[config.mk]
export PLATFORM = sky130hd
export DESIGN_NAME = countdown_timer
export DESIGN_NICKNAME = d
export VERILOG_FILES = /design/src/rtl/countdown_timer.sv
export SDC_FILE = /design/constraint.sdc
export NUM_CORES = 1
export LEC_CHECK = 0
export ABC_AREA = 0
export CAP_MARGIN = 10
export CELL_PAD_IN_SITES_DETAIL_PLACEMENT = 1
export CELL_PAD_IN_SITES_GLOBAL_PLACEMENT = 2
export CORE_UTILIZATION = 35
export DETAILED_ROUTE_END_ITERATION = 8
export PLACE_DENSITY_LB_ADDON = 0.1
export SYNTH_ARGS = -nofsm -noshare
export SYNTH_HDL_FRONTEND = slang
export SYNTH_SLANG_ARGS = --single-unit
export TNS_END_PERCENT = 100
[constraint.sdc]
create_clock -name clk_i -period 5.2 [get_ports clk_i]
set_input_delay 0.52 -clock clk_i [delete_from_list [all_inputs] [get_ports clk_i]]
set_output_delay 0.52 -clock clk_i [all_outputs]
set_load 0.01 [all_outputs]
[src/rtl/countdown_timer.sv]
// Loadable down-counting timer with prescaler, one-shot or periodic expiry.
// A value is loaded over valid/ready in IDLE; expiry is a single registered pulse.
module countdown_timer #(
    parameter int COUNTER_WIDTH  = 8,
    parameter int PRESCALE_WIDTH = 4
) (
    input  logic                      clk_i,
    input  logic                      rst_i,
    input  logic                      clr_i,
    input  logic                      en_i,
    input  logic                      load_valid_i,
    output logic                      load_ready_o,
    input  logic [COUNTER_WIDTH-1:0]  load_val_i,
    input  logic [PRESCALE_WIDTH-1:0] load_prescale_i,
    input  logic                      periodic_i,
    output logic [COUNTER_WIDTH-1:0]  count_o,
    output logic                      busy_o,
    output logic                      expire_o
);

    typedef enum logic {IDLE, RUN} state_t;

    localparam logic [COUNTER_WIDTH-1:0]  CNT_ONE = 1;
    localparam logic [PRESCALE_WIDTH-1:0] PRE_ONE = 1;

    state_t                    state, state_nxt;
    logic [COUNTER_WIDTH-1:0]  count_nxt, reload_q, reload_nxt;
    logic [PRESCALE_WIDTH-1:0] pre_q, pre_nxt, pcnt_q, pcnt_nxt;
    logic                      periodic_q, periodic_nxt, expire_nxt;
    logic                      accept, tick;

    assign busy_o       = (state == RUN);
    assign load_ready_o = (state == IDLE);
    assign accept       = load_valid_i & load_ready_o & ~clr_i;
    assign tick         = busy_o & en_i & (pcnt_q == pre_q);

    always_ff @(posedge clk_i or posedge rst_i) begin
        if (rst_i) begin
            state      <= IDLE;
            count_o    <= '0;
            reload_q   <= '0;
            pre_q      <= '0;
            pcnt_q     <= '0;
            periodic_q <= 1'b0;
            expire_o   <= 1'b0;
        end else begin
            state      <= state_nxt;
            count_o    <= count_nxt;
            reload_q   <= reload_nxt;
            pre_q      <= pre_nxt;
            pcnt_q     <= pcnt_nxt;
            periodic_q <= periodic_nxt;
            expire_o   <= expire_nxt;
        end
    end

    always_comb begin
        state_nxt    = state;
        count_nxt    = count_o;
        reload_nxt   = reload_q;
        pre_nxt      = pre_q;
        pcnt_nxt     = pcnt_q;
        periodic_nxt = periodic_q;
        expire_nxt   = 1'b0;
        if (clr_i) begin
            state_nxt = IDLE;
            count_nxt = '0;
            pcnt_nxt  = '0;
        end else if (accept) begin
            count_nxt    = load_val_i;
            reload_nxt   = load_val_i;
            pre_nxt      = load_prescale_i;
            periodic_nxt = periodic_i;
            pcnt_nxt     = '0;
            // A zero load expires immediately without ever entering RUN
            if (load_val_i != '0) state_nxt = RUN;
            else                  expire_nxt = 1'b1;
        end else if (busy_o && en_i) begin
            if (tick) begin
                pcnt_nxt = '0;
                if (count_o > CNT_ONE) begin
                    count_nxt = count_o - CNT_ONE;
                end else begin
                    expire_nxt = 1'b1;
                    if (periodic_q) begin
                        count_nxt = reload_q;
                    end else begin
                        count_nxt = '0;
                        state_nxt = IDLE;
                    end
                end
            end else begin
                pcnt_nxt = pcnt_q + PRE_ONE;
            end
        end
    end

endmodule

==> results of run 1 <==
[metrics by stage]
step | utilization | worst slack (ns) | hold slack [ns] | area, um2
after floorplan | - | 3.20 | 0.480 | 1570
after global placement | 0.444 | 2.39 | 0.493 | 1840
after detailed placement | 0.444 | 2.29 | 0.498 | 1840
after CTS | 0.455 | 2.59 | 0.522 | 1890
after global routing | 0.455 | 2.42 | 0.548 | 1890
final | 0.455 | 2.60 | 0.519 | 1890
[power by group]
group | total (mW) | internal, mW | switching, mW
registers | 0.349 | 0.269 | 0.0804
clock network | 0.127 | 0.0539 | 0.0732
logic | 0.400 | 0.207 | 0.193
total | 0.877 | 0.530 | 0.347
[routing by layer]
metal  vias up  GRT usage  part of all wire
met1       634      0.264              0.48
met3         2     0.0263             0.029
met2        22      0.335              0.48
li1        602          -                 -
met5         -          0                 0
met4         0     0.0536            0.0061
[synth_stat cells, types with 4 or more instances]
cell	n
xor2_1	5
nand3_1	6
nor4_1	4
a21oi_1	5
dfrtp_1	27
a31oi_1	4
nand4_1	4
mux2_2	13
nor2_1	10
nand2_1	16
inv_1	5
[area by class of cell]
cell class,instances,share of cell area
multi-input combinational,113,0.426
sequential,27,0.358
timing repair buffer,28,0.149
tap,50,0.0332
clock buffer,3,0.0219
inverter,5,0.00995
clock inverter,1,0.00265
[state kept, by name (all words and copies together), names as in the netlist]
signal	cells
busy_o	1
count_o	8
expire_o	1
pcnt_q	4
periodic_q	1
pre_q	4
reload_q	8
[placed cells by master, fill, tap and decap left out, types with 5 or more instances in the layout]
master and instances:
a21oi_1 5, clkdlybuf4s50_1 28, dfrtp_1 27, inv_1 5, mux2_2 13, nand2_1 16, nand3_1 6, nor2_1 10
xor2_1 5
[kinds of logic (layout without fill, tap and decap cells)]
logic type,count (synthesis),count (layout),share of synthesized area
mux,16,16,0.113
flops,27,27,0.432
simple gates,56,56,0.189
compound gates,30,30,0.142
xor+xnor,8,8,0.0448
buf+inv,12,37,0.0552
fa+ha+maj,3,3,0.0240
[worst paths after layout]
| kind | end | slack, ns |
|---|---|---|
| max | busy_o | 2.60 |
| max reg2reg | busy_o | 2.74 |
| min reg2reg | reload_q[2] | 0.52 |
| min in group asynchronous | count_o[2] | 0.79 |
| max in group asynchronous | reload_q[0] | 3.76 |
| min | reload_q[2] | 0.52 |
[worst reg2reg max path, delay by kind of cell, from the launching register on]
kind	cells	cell delay [ns]
AO/OA/AOI/OAI	2	0.50
flip-flops	1	0.49
AND/OR/NAND/NOR	3	1.38
==> out/qor.csv, run 1 <==
stage;metric;value;unit
timing;setup_viol;0;
timing;final_hold_viol_count;0;
floorplanning;core-area;4140;um2
setup_path;r2r-start;busy_o;
layout;fill_cells;473;
placement;placed_cells;223;
power;p_leak;0.777;nW
run_status;status;completed;
synth;yosys_warnings;0;
floorplanning;placementRows;23;
floorplanning;fp.dieH;68.9;um
setup_path;worstSetupEndpointType;flip-flop;
timing;max_freq;385;MHz
drt;via_count;1260;
layout;stdcell_count;227;
setup_path;critical_path_class;input port to flip-flop;
setup_path;critPathMaxStageDelay;0.74;ns
timing;rsz0062_at_grt;no;
setup_path;critPathTopFamily;simple AND/OR/NAND/NOR gates;
synth;syn-num-nets;173;
floorplanning;die_area;4740;um2
synth;synth-edff-count;0;
clock_tree;cts.repair.resized;0;
timing;tns;0;ns
synth;syn_inst;152;
min_path;min_path_type;flip-flop to flip-flop;
floorplanning;start_util;0.378;
setup_path;cp_data_arrival_time;2.78;ns
clock_tree;cts_tree;built;
timing;worst_pin_slew;1.07;ns
clock_tree;clock-root-buffer;clkbuf_8;
min_path;whs_path_depth;1;
clock_tree;htree_levels;1;
layout;multi_input_area;803;um2
power;power;877;uW
timing;period_needed;2.60;ns
synth;synth.top_cell.area_share;0.432;
clock_tree;numCtsBuffers;3;
setup_path;crit_cells;6;
drt;wl_per_cell;18.0;um
layout;nets;199;
layout;syn_to_final_growth;20.5;%
floorplanning;die_w;68.9;um
floorplanning;io_pins;29;
setup_path;setup.worst_path.start;load_valid_i;
layout;ff_latch_area;676;um2
synth;syn_area;1570;um2
timing;slew_headroom;0.288;
timing;skew;0.00498;ns
drt;drt_first_iter_violations;37;
drt;ant_nets;0;
synth;avgSynthCellArea;10.3;um2
timing;slew_violations;0;
synth;ys_seq_area_frac;0.432;
synth;synthArstFlopShare;1.00;
setup_path;required;5.38;ns
clock_tree;cts_max_path_buffers;2;
grt;grt_overflow;0;
power;ir_drop;0.213;mV
placement;gp_congestion;0.745;
flow_run;maxCapViolations;0;
synth;synth_top_cell_by_area;dfrtp_1;
setup_path;cp_cell_sequence;clkdlybuf4s50_1 -> nand2b_1 -> nor2_2 -> nand3_1 -> a21o_1 -> a32o_1;
clock_tree;ctsHoldBuffers;0;
drt;viasPerCell;5.55;
grt;grt_usage;0.198;
drt;firstDrtPassIters;4;
timing;post-route-period-util;0.500;
drt;wirelength;4090;um
synth;synth_ff_type;dfrtp_1;
setup_path;path_buf_inv;1;
clock_tree;clock-sinks;27;
layout;antenna_cells;0;
placement;io_buffers;28;
synth;ys_ff_latch;27;
clock_tree;cts.clk_slew.worst_paths;0.10;ns
layout;drive_above_1_share;0.113;
setup_path;reg2regPathDepth;5;
setup_path;cp-start-kind;input port;
synth;synth.distinct_cells;45;
clock_tree;worstSkewPairLatency;0.28;ns
clock_tree;postCtsSetupBuffers;0;
drt;drcViolationCount;0;
synth;synthTopCellsByArea;dfrtp_1 43%, mux2_2 9.4%, nand2_1 3.8%;
setup_path;crit_fanout;17;
grt;grt_pass1_vias;1305;
power;powerDensity;465;nW/um2
min_path;hp-start;reload_q[2];
grt;grt_pass1_wl;6790;um
grt;grt_max_degree;28;
placement;dp.final_hpwl;2970;um
grt;antenna_found_initial;0;
setup_path;slowest_stage;nor2_2;
Power figures use the tool's default switching activity.
==> inputs of run 2 (changes only) <==
CORE_UTILIZATION = 29   (was 35)
clock period = 2.2 ns   (was 5.2 ns; I/O delays follow)
==> run 2 against run 1 <==
Global-route usage down 2.8 points. Utilization down 6.4 points. Total power up 150%. First-iteration DRC count up 43%. Sequential power up 130%.
==> out/qor.csv, run 2 (synthesis gave the netlist of run 1 again) <==
stage;metric;value;unit
drt;firstDrtPassIters;4;
grt;antenna_found_initial;0;
timing;setup_viol;0;
setup_path;crit_fanout;6;
clock_tree;clock-sinks;27;
timing;slew_headroom;0.715;
layout;antenna_cells;0;
floorplanning;fp.dieH;75.5;um
layout;drive_above_1_share;0.179;
setup_path;reg2reg_to;count_o[4];
power;powerDensity;1090;nW/um2
layout;final_core_util;0.391;
floorplanning;start_util;0.305;
timing;period_needed;2.08;ns
clock_tree;ctsHoldBuffers;0;
timing;post-route-period-util;0.944;
drt;viasPerCell;5.09;
clock_tree;postCtsSetupBuffers;0;
clock_tree;cts.clk_slew.worst_paths;0.10;ns
layout;multi_input_area;805;um2
floorplanning;core-area;5140;um2
setup_path;cp-start-kind;flip-flop;
min_path;min_path_type;input port to asynchronous set/reset pin;
grt;grt_max_degree;28;
drt;drcViolationCount;0;
layout;syn_to_final_growth;28.5;%
layout;top_regs;count_o (8), reload_q (8);
power;ir_drop;0.390;mV
setup_path;required;2.43;ns
clock_tree;numCtsBuffers;3;
layout;fill_cells;612;
drt;ant_nets;0;
clock_tree;clock-root-buffer;clkbuf_8;
grt;grt_pass1_wl;7040;um
timing;tns;0;ns
setup_path;r2r-start;count_o[1];
placement;dp.final_hpwl;3320;um
setup_path;reg2reg_setup_slack;0.12;ns
timing;slew_violations;0;
flow_run;maxCapViolations;0;
drt;wirelength;4410;um
power;p_leak;0.841;nW
timing;worst_pin_slew;0.427;ns
drt;wl_per_cell;17.0;um
run_status;status;completed;
timing;max_freq;481;MHz
floorplanning;placementRows;26;
drt;drt_first_iter_violations;53;
timing;final_hold_viol_count;0;
placement;io_buffers;28;
floorplanning;io_pins;29;
grt;grt_usage;0.171;
layout;layout_commonest_cell;clkdlybuf4s50_1;
layout;nets;212;
setup_path;worstSetupEndpointType;flip-flop;
clock_tree;htree_levels;1;
setup_path;cp_data_arrival_time;2.31;ns
layout;ff_latch_area;676;um2
setup_path;reg2regPathDepth;7;
clock_tree;cts_max_path_buffers;2;
setup_path;critical_path_class;flip-flop to flip-flop;
grt;grt_pass1_vias;1358;
layout;most-common-layout-cells;28 x clkdlybuf4s50_1, 27 x dfrtp_1, 16 x nand2_1;
clock_tree;worstSkewPairLatency;0.28;ns
grt;grt_overflow;0;
floorplanning;die_w;75.5;um
clock_tree;cts_tree;built;
timing;rsz0062_at_grt;no;
drt;via_count;1324;
floorplanning;die_area;5690;um2
timing;skew;0.00318;ns
placement;gp_congestion;0.756;
run 2: timing repair:
item                                    CTS  global route
hold endpoints to repair                  0             0
gates resized for setup                   0             1
endpoints found under the setup margin    0             1
run 2: critical path, stage by stage (launching register included):
cell and delay (ns):
dfrtp_1 0.44, inv_1 0.10, ha_1 0.26, or2_1 0.29, and3_2 0.25, or3_1 0.37, a21oi_1 0.16, o22a_1 0.15
run 2: layout make-up:
cell class	count	share of cell area
multi-input combinational	113	0.400
timing repair buffer	41	0.188
tap	70	0.0436
inverter	5	0.00933
sequential	27	0.336
clock inverter	1	0.00249
clock buffer	3	0.0205
run 2: how the worst max path moves through the flow:
stage	from	endpoint	slack, ns	depth (start not counted)
after floorplan	count_o[0]	count_o[4]	0.20	8
after global placement	count_o[1]	count_o[4]	0.28	7
after detailed placement	count_o[1]	count_o[4]	0.14	7
after CTS	count_o[1]	count_o[4]	0.11	7
after global routing	count_o[1]	count_o[4]	0.02	7
final	count_o[1]	count_o[4]	0.12	7
run 2: metrics by stage:
stage	total power, mW	std cells	hold slack (ns)	worst slack, ns	area (um2)
2_1_floorplan	1.56	152	0.273	0.195	1570
3_3_place_gp	1.87	256	0.494	0.275	1960
3_5_place_dp	1.89	256	0.497	0.144	1960
4_1_cts	2.21	260	0.317	0.115	2010
5_1_grt	2.35	260	0.356	0.0193	2010
6_report	2.19	260	0.296	0.123	2010
run 2: where the power goes:
part | switching (mW) | internal (mW)
Clock | 0.181 | 0.128
Combinational | 0.509 | 0.570
Sequential | 0.166 | 0.637
run 2: metal layers:
metal  GRT usage  up-vias  part of all wire
met1       0.229      661              0.49
li1            -      626                 -
met3      0.0212        5             0.031
met2       0.289       32              0.47
met5           0        -                 0
met4      0.0494        0             0.011
==> inputs of run 3 (changes only) <==
GPL_ROUTABILITY_DRIVEN = 0   (was unset)
HOLD_SLACK_MARGIN = 0.1   (was unset)
==> results of run 3 <==
The final DEF is identical to that of run 2; final timing and power are the same.
